<file path="config.mk">
export PLATFORM = sky130hd
export DESIGN_NAME = truth_table_sequencer
export DESIGN_NICKNAME = d
export VERILOG_FILES = /design/src/rtl/truth_table_sequencer.sv
export SDC_FILE = /design/constraint.sdc
export NUM_CORES = 1
export LEC_CHECK = 0
export BUFFER_PORTS_ARGS = -buffer_cell sky130_fd_sc_hd__buf_2
export CAP_MARGIN = 20
export CORE_UTILIZATION = 35
export DETAILED_ROUTE_END_ITERATION = 16
export SYNTH_ARGS = -nofsm -noshare
export SYNTH_HDL_FRONTEND = slang
export SYNTH_SLANG_ARGS = --single-unit
</file>
<file path="constraint.sdc">
create_clock -name clk -period 1.74 [get_ports clk]
set_input_delay 0.261 -clock clk [delete_from_list [all_inputs] [get_ports clk]]
set_output_delay 0.261 -clock clk [all_outputs]
set_load 0.01 [all_outputs]
</file>
<file path="src/rtl/truth_table_sequencer.sv">
// truth_table_sequencer: drives all eight {A,B,C} vectors into a 3-in/1-out block,
// samples D at the end of each dwell and records a per-vector fail map.
module truth_table_sequencer #(
  parameter int DWELL = 20
) (
  input  logic       clk,
  input  logic       rst_n,
  input  logic       start,
  input  logic [7:0] expected,
  input  logic       d_in,
  output logic       a_out,
  output logic       b_out,
  output logic       c_out,
  output logic       busy,
  output logic       done,
  output logic       pass,
  output logic [7:0] fail_map,
  output logic [3:0] err_count
);

  localparam int CW = (DWELL > 1) ? $clog2(DWELL) : 1;
  localparam logic [CW-1:0] CNT_MAX = CW'(DWELL - 1);

  typedef enum logic [1:0] {
    IDLE,
    DRIVE,
    DONE
  } state_e;

  state_e        state_q, state_d;
  logic [2:0]    vec_q, vec_d;
  logic [CW-1:0] cnt_q, cnt_d;
  logic [7:0]    exp_q, exp_d;
  logic [7:0]    fail_q, fail_d;
  logic [3:0]    err_q, err_d;
  logic [2:0]    abc_q, abc_d;
  logic          busy_q, busy_d;
  logic          done_q, done_d;
  logic          pass_q, pass_d;

  // next-state: accept start when idle/done, step dwell/vector and compare in DRIVE
  always_comb begin
    state_d = state_q;
    vec_d   = vec_q;
    cnt_d   = cnt_q;
    exp_d   = exp_q;
    fail_d  = fail_q;
    err_d   = err_q;
    abc_d   = abc_q;
    busy_d  = busy_q;
    done_d  = done_q;
    pass_d  = pass_q;
    unique case (state_q)
      IDLE, DONE: begin
        if (start) begin
          state_d = DRIVE;
          exp_d   = expected;
          fail_d  = 8'h00;
          err_d   = 4'd0;
          vec_d   = 3'd0;
          cnt_d   = '0;
          abc_d   = 3'd0;
          busy_d  = 1'b1;
          done_d  = 1'b0;
          pass_d  = 1'b0;
        end
      end
      DRIVE: begin
        if (cnt_q != CNT_MAX) begin
          cnt_d = cnt_q + 1'b1;
        end else begin
          cnt_d = '0;
          if (d_in != exp_q[vec_q]) begin
            fail_d[vec_q] = 1'b1;
            err_d = err_q + 4'd1;
          end
          if (vec_q != 3'd7) begin
            vec_d = vec_q + 3'd1;
            abc_d = vec_q + 3'd1;
          end else begin
            // last vector compared: results are final this edge
            state_d = DONE;
            abc_d   = 3'd0;
            busy_d  = 1'b0;
            done_d  = 1'b1;
            pass_d  = (fail_d == 8'h00);
          end
        end
      end
      default: state_d = IDLE;
    endcase
  end

  // state and registered outputs, synchronous active-low reset
  always_ff @(posedge clk) begin
    if (!rst_n) begin
      state_q <= IDLE;
      vec_q   <= 3'd0;
      cnt_q   <= '0;
      exp_q   <= 8'h00;
      fail_q  <= 8'h00;
      err_q   <= 4'd0;
      abc_q   <= 3'd0;
      busy_q  <= 1'b0;
      done_q  <= 1'b0;
      pass_q  <= 1'b0;
    end else begin
      state_q <= state_d;
      vec_q   <= vec_d;
      cnt_q   <= cnt_d;
      exp_q   <= exp_d;
      fail_q  <= fail_d;
      err_q   <= err_d;
      abc_q   <= abc_d;
      busy_q  <= busy_d;
      done_q  <= done_d;
      pass_q  <= pass_d;
    end
  end

  assign a_out     = abc_q[2];
  assign b_out     = abc_q[1];
  assign c_out     = abc_q[0];
  assign busy      = busy_q;
  assign done      = done_q;
  assign pass      = pass_q;
  assign fail_map  = fail_q;
  assign err_count = err_q;

endmodule

</file>
* Word-level counts from Yosys, hierarchy flattened
Index checks and enable logic that the tools add are counted.
Operators by class: eq/ne operators 10, $lt $le $gt $ge 2, bitwise logic cells 1, mux-type cells 39, reduce and logical (&&, ||, !) cells 12, add/subtract/negate cells 3
Operator list (count):
- 8-bit two-way mux | 5
- 8-bit case mux with 2 select lines | 1
- 3-bit two-way mux | 5
- 4-bit two-way mux | 3
- 3-bit case mux with 2 select lines | 2
- 4-bit AND reduction | 3
- 1-bit two-way mux | 10
- 5-bit two-way mux | 2
- 2-bit inequality test (second input constant) | 5
- 5-bit case mux with 2 select lines | 1
- 8-bit zero test | 1
- 8-bit OR | 1
- 4-bit case mux with 2 select lines | 1
- 2-bit two-way mux | 3
- 1-bit case mux with 2 select lines | 3
- 3-bit AND reduction | 2
- 5-bit by 1-bit adder with 5-bit output (second input constant) | 1
- 5-bit inequality test (second input constant) | 1
- 4-bit by 1-bit adder with 4-bit output (second input constant) | 1
- 3-bit by 4-bit < comparator with 1-bit output (second input constant) | 1
- 2-bit case mux with 2 select lines | 1
- 2-bit AND reduction | 2
- 3-bit by 1-bit adder with 3-bit output (second input constant) | 1
- 1-bit binary-select mux with 3-bit select | 1
- 10 further kinds | 10
Storage, ports and cells: bits of input ports 12, bits in registers 36, word-level logic and storage cells 77

* Depth between registers and ports, before layout
Gate-level depths: netlist of the first run.
depth after elaboration 12, depth in mapped cells 8

* Least setup slack after synthesis of the first run
OpenSTA, ideal clock, no wires.
path kind reg2reg, start register cnt_q[0], end register err_q[0], in the netlist err_count[0], cell stages (with the launch flop) 8, data required time 1623 ps, slack -131 ps, data arrival time 1754 ps, cells stage by stage dfxtp_1 ha_1 nor4bb_1 buf_2 a21oi_1 buf_2 or2_1 a32o_2
Between the ends: longest elaborated chain between the ends 3
Ends and longest elaborated chain:
- from (decl) | RTL line 32 | logic [CW-1:0] cnt_q, cnt_d;
- from (signal assigned) | RTL line 110 | cnt_q <= cnt_d;
- 5-bit inequality test | RTL line 69 | if (cnt_q != CNT_MAX) begin
- 2-bit inequality test (no source line)
- 4-bit AND reduction (no source line)
- to (signal assigned) | RTL line 113 | err_q <= err_d;
- to (decl) | RTL line 35 | logic [3:0] err_q, err_d;
No other way between the ends. A chain may end at the register's enable or synchronous reset.

* Worst setup path after layout of the first run
start register vec_q[0], end register err_q[0], in the netlist err_count[0]
Between the ends: longest elaborated chain between the ends 5
Ends and longest elaborated chain:
- from (decl) | RTL line 31 | logic [2:0] vec_q, vec_d;
- from (signal assigned) | RTL line 109 | vec_q <= vec_d;
- 1-bit binary-select mux with 3-bit select | RTL line 73 | if (d_in != exp_q[vec_q]) begin
- 1-bit two-way mux (implied by the code) | RTL line 73
- 1-bit inequality test | RTL line 73
- 2-bit inequality test (no source line)
- 4-bit AND reduction (no source line)
No other way between the ends. The select of a mux whose other input is x is not followed.

==> impl_results.md, run 1 <==
- # rows: 24
- Final Slew Violations: 0
- Busiest layer in global routing: met2
- Area of the multi-input gates: 985 sq um
- Most common cell in the netlist: nand2_1
- CTS buffer count: 5
- Share of layout cells above drive strength 1: 33.6%
- CP required: 1930 ps
- Sequential-to-total area share from yosys stat: 42.7%
- Fin nets: 260
- # DRC: 0
- Post-synth EDFFs: 0
- CP Class: reg -> reg
- First-pass GRT wire length: 6.75 mm
- Final setup violating endpoints: 9
- RSZ-0062 raised after global routing: yes
- Crit path time final: 1810 ps
- R2r setup slk: -70 ps
- Die X: 71.4 um
- Post-route ant nets: 0
- Core Box Area: 0.00450 sq mm
- Yosys warning count: 0
- Pre-antenna DRT Iters: 4
- Cell area after synthesis: 0.00169 sq mm
- Final GP Congestion: 0.765
- Met2 usage: 27.2%
- H-tree levels: 2
- Skew final: 5.76 ps
- Pwr/cell area: 721 mW/mm^2
- Met1 usage: 21.8%
- Final setup margin: -72.2 ps
- GRT met3 Usage: 4.36%
- Post-synth ARST share: 0%
- Layout area overhead: 30.6%
- Period utilization: 104%
- Fin Setup TNS: -326 ps
- Dpl cells: 285
- Sequential cell area: 726 sq um
- DIE AREA: 0.00510 sq mm
- CTS tree: built
- Max-cap violations: 0
- Final-layout fill cell count: 446
- Routed vias/inst: 5.09
- Die H: 71.4 um
- Mapped Cells: 196
- Failing checks: negative setup slack
- 1st-iter DRT viols: 88
- Wire per inst: 12.9 um
- Status: finished with violations
- Synth Area per Inst: 8.61 sq um
- Top cells by count, synth: nand2_1 (39), dfxtp_1 (36), a21boi_0 (12), o21ai_0 (12), clkbuf_1 (10)
- HPWL Detailed: 2.70 mm
- Grt total ovfl: 0
- Synth unique cells: 40
- CTS Buffer Depth: 2
- Yosys top cell area share: 42.7%
- Layout Cells excl Fill: 296
- Root buf cell: clkbuf_8
- Initial antenna violation count: 0
- Total clock sinks: 36
- Clock Latency Late Sink: 290 ps
- IO Pins: 30
- CP max FO: 5
- Vias in the first global route: 1472
- Syn_nets: 212
- Synth area leader: dfxtp_1
- HP Class: in -> reg
- Worst slew margin: 72.8%
- Port bufs: 29
- Ant. Diodes: 0
- FF+latch count, synth: 36
- Peak Freq: 552 MHz
- Routed WL: 3.81 mm
- Hold Vio Cnt, Final: 0
- Worst slew pin tran: 407 ps
- Vias: 1506
- Ys flop type: dfxtp_1
- Type of origin of the critical path: register
- Worst-path clk slew: 70 ps
- Largest net degree at the start of global routing: 17
- Static leakage: 0.904 nW
- Initial Util: 37.5%
- Cts hold-fix bufs: 0
- GRT Total Usage: 17.3%
- VDD IR max: 0.397 mV
- CP arrival: 2000 ps
- Worst setup EP type: register
- Top cells by area, synth: dfxtp_1 (43%), nand2_1 (8.7%), a21boi_0 (5.3%), mux2i_1 (4.7%), o21ai_0 (3.6%)
metal layers:
metal	vias to the layer above	part of all wire, %
li1	777	-
met1	689	48
met2	32	45
met3	8	4.1
met4	0	2.3
met5	-	0
per-stage QoR:
step                area (sq um)  setup WS (ps)  utilization [%]  hold slack, ps  power (mW)
floorplan                   1700          -64.6                -             406       0.976
global placement            2010           -118             44.6             450        1.04
detailed placement          2010           -143             44.6             454        1.04
CTS                         2140          -68.9             47.4             206        1.61
global route                2200           -116             48.9             217        1.68
finish                      2200          -72.2             48.9             213        1.59
timing repair:
item / 4_1_cts / 5_1_grt
pin swaps: 7 / 5
setup buffers: 2 / 2
cloned: 0 / 0
gates resized for setup: 11 / 12
setup endpoints to repair: 17 / 19
logic make-up (layout without fill, tap and decap cells):
kind of cell	count (synthesis)	after routing	share of synthesized area [%]
xor gates and xnor gates	1	1	0.964
and+or+nand+nor	83	83	24.8
DFF	36	36	42.7
buffers and inverters	16	64	4.30
adders and majority gates	4	4	2.97
muxes	9	9	6.08
AOI/OAI and AO/OA	47	47	18.2
path summary, 6_finish.rpt:
| path | cells past startpoint | start | to |
|---|---|---|---|
| hold reg to reg | 2 | done$_SDFFE_PN0P_ | done$_SDFFE_PN0P_ |
| setup reg to reg | 5 | vec_q[0]$_SDFFE_PN0P_ | err_count[0]$_SDFFE_PN0P_ |
| setup / recovery | 5 | vec_q[0]$_SDFFE_PN0P_ | err_count[0]$_SDFFE_PN0P_ |
| hold / removal | 3 | expected[1] | exp_q[1]$_SDFFE_PN0P_ |
registers in the layout, indices dropped and copies added, names as in the netlist:
register   flops
pass           1
cnt_q          5
abc_q          3
fail_map       8
err_count      4
done           1
exp_q          8
busy           1
state_q        2
vec_q          3
final cells by class:
cell class / instances / share of cell area [%]
Inverter: 1 / 0.170
Timing Repair Buffer: 56 / 15.8
Tap cell: 52 / 2.95
Sequential cell: 36 / 32.9
Clock inverter: 1 / 0.227
Multi-Input combinational cell: 144 / 44.7
Clock buffer: 6 / 3.29
power breakdown:
group | total (mW) | internal [mW] | switching [mW]
sequential | 0.854 | 0.843 | 0.0111
combinational | 0.179 | 0.0807 | 0.0986
clock | 0.557 | 0.272 | 0.286
total | 1.59 | 1.20 | 0.395
cell usage in the layout (no fill, tap or decap), types with 3 or more instances in the layout:
master,netlist,layout
nor2_1,6,6
a21oi_1,5,4
nand3b_1,3,3
clkbuf_8,0,5
nor2b_1,9,9
o21ai_0,12,8
buf_2,3,29
a21boi_0,12,11
mux2i_1,8,7
nand2b_1,5,5
o21ai_1,4,6
a22oi_1,5,5
nand3_1,4,3
buf_4,0,27
dfxtp_1,36,34
and2_1,4,4
nand2_1,39,37
worst max-delay path, stage by stage, from the launching register on:
cell	delay (ps)
dfxtp_4	370
mux2i_1	130
mux4_2	510
mux2i_2	200
or2_1	260
a32o_2	240
(Power assumes the default switching activity.)
==> run 2, diff against run 1 <==
--- a/config.mk
+++ b/config.mk
@@ -7,8 +7,11 @@
 export LEC_CHECK = 0
 export BUFFER_PORTS_ARGS = -buffer_cell sky130_fd_sc_hd__buf_2
 export CAP_MARGIN = 20
-export CORE_UTILIZATION = 35
+export CELL_PAD_IN_SITES_DETAIL_PLACEMENT = 0
+export CELL_PAD_IN_SITES_GLOBAL_PLACEMENT = 2
+export CORE_UTILIZATION = 29
 export DETAILED_ROUTE_END_ITERATION = 16
+export PLACE_DENSITY_LB_ADDON = 0.1
 export SYNTH_ARGS = -nofsm -noshare
 export SYNTH_HDL_FRONTEND = slang
 export SYNTH_SLANG_ARGS = --single-unit
==> impl_results.md, run 2 (synthesis results as in run 1) <==
- Final-layout fill cell count: 604
- Final setup violating endpoints: 3
- CTS buffer count: 5
- Dpl cells: 303
- Pwr/cell area: 749 mW/mm^2
- GRT met3 Usage: 3.60%
- Commonest non-fill, non-tap cell in the layout: nand2_1
- CP Class: reg -> reg
- DIE AREA: 0.00613 sq mm
- Critical Path Max Stage Delay: 520 ps
- Largest net degree at the start of global routing: 31
- Met1 usage: 18.3%
- Hold Vio Cnt, Final: 0
- Pre-CTS setup slack: -106 ps
- Worst hold slack: 220 ps
- Clock Latency Late Sink: 280 ps
- Family with the most delay on the worst path: multiplexers
- Status: finished with violations
- Post-route ant nets: 0
- Routed vias/inst: 4.82
- GRT Total Usage: 14.5%
- VDD IR max: 0.381 mV
- Core Box Area: 0.00557 sq mm
- Type of origin of the critical path: register
- Slowest CP cell: mux4_2
- Total clock sinks: 36
- Worst-path clk slew: 70 ps
- Met2 usage: 23.8%
- Final GP Congestion: 0.784
- Busiest layer in global routing: met2
- Pre-antenna DRT Iters: 4
- Routed WL: 4.18 mm
- Wire per inst: 13.4 um
- Initial Util: 30.3%
- First-pass GRT wire length: 6.82 mm
- Layout Cells excl Fill: 312
- Final Slew Violations: 0
- Vias: 1505
- CP Buf/Inv Count: 0
- CTS Buffer Depth: 2
- Static leakage: 0.883 nW
- HPWL Detailed: 3.14 mm
- IO Pins: 30
- Peak Freq: 556 MHz
- H-tree levels: 2
- Crit path time final: 1800 ps
- Period utilization: 103%
- Fin nets: 255
- Vias in the first global route: 1482
- CP Cell Sequence: mux2i_1 -> mux4_2 -> mux2i_2 -> or2_1 -> a32o_2
- # rows: 27
- Root buf cell: clkbuf_8
- Most frequent cells in the layout: nand2_1 (37), dfxtp_1 (34), buf_2 (29)
- Die H: 78.3 um
- Fin Setup TNS: -138 ps
- CP max FO: 5
- Grt total ovfl: 0
- Die X: 78.3 um
- Core Util, Final: 39.6%
- Cts hold-fix bufs: 0
- CTS tree: built
- # DRC: 0
- Ant. Diodes: 0
- Skew final: 7.90 ps
- HP Class: in -> reg
- CP arrival: 1980 ps
- Worst setup EP type: register
- 1st-iter DRT viols: 47
- Final setup margin: -59.7 ps
- Worst slew margin: 72.4%
- Port bufs: 29
- CP required: 1920 ps
- Worst slew pin tran: 414 ps
- Max-cap violations: 0
- Failing checks: negative setup slack
- Share of layout cells above drive strength 1: 32.9%
- Layout area overhead: 30.8%
- Initial antenna violation count: 0
- RSZ-0062 raised after global routing: yes
[run 2: cell types whose count changed in the layout (fill, tap and decap cells not counted), sizes merged]
cell / previous run / this run
buf: 56 / 51
clkbuf: 6 / 7
clkinv: 1 / 0
clkinvlp: 0 / 1
[run 2: per-stage QoR]
| stage | total power, mW | instance area [sq um] |
|---|---|---|
| 6_report | 1.65 | 2210 |
| 2_1_floorplan | 0.976 | 1700 |
| 3_5_place_dp | 1.05 | 2020 |
| 4_1_cts | 1.68 | 2130 |
| 5_1_grt | 1.75 | 2210 |
| 3_3_place_gp | 1.04 | 2020 |
[run 2: path summary, 6_finish.rpt]
| check | depth (start not counted) | slack [ps] | end | start |
|---|---|---|---|---|
| max | 5 | -60 | err_count[0]$_SDFFE_PN0P_ | vec_q[0]$_SDFFE_PN0P_ |
| min | 3 | 220 | exp_q[5]$_SDFFE_PN0P_ | expected[5] |
| max reg2reg | 5 | -60 | err_count[0]$_SDFFE_PN0P_ | vec_q[0]$_SDFFE_PN0P_ |
| min reg2reg | 2 | 470 | fail_map[2]$_SDFFE_PN0P_ | fail_map[2]$_SDFFE_PN0P_ |
[run 2: worst register-to-register path, cell delays in order (launching register included)]
cell,delay [ps]
dfxtp_4,370
mux2i_1,120
mux4_2,520
mux2i_2,200
or2_1,250
a32o_2,240
[run 2: final cells by class]
cell class                      count  area [sq um]  share of cell area, %
Clock inverter                      1          7.51                  0.340
Clock buffer                        7          86.3                   3.91
Tap cell                           72          90.1                   4.08
Timing Repair Buffer               51           314                   14.2
Sequential cell                    36           726                   32.9
Inverter                            1          3.75                  0.170
Multi-Input combinational cell    144           981                   44.4
[run 2: layer usage]
metal  share of wire (%)  routed length, um
met5                   0                  0
met4                 1.4                 57
met3                 3.5                145
met2                  48               1990
met1                  48               1990
[run 2: power breakdown]
group | total [mW] | internal, mW | leakage (nW) | switching (mW)
registers | 0.854 | 0.842 | 0.293 | 0.0117
clock network | 0.613 | 0.322 | 0.0445 | 0.292
logic | 0.187 | 0.0837 | 0.545 | 0.103
total | 1.65 | 1.25 | 0.883 | 0.407
[run 2: what timing repair did]
action,4_1_cts,5_1_grt
setup endpoints to repair,9,17
endpoints found under the hold margin,0,0
pin swaps,2,7
setup buffers,0,1
gates resized for setup,6,19
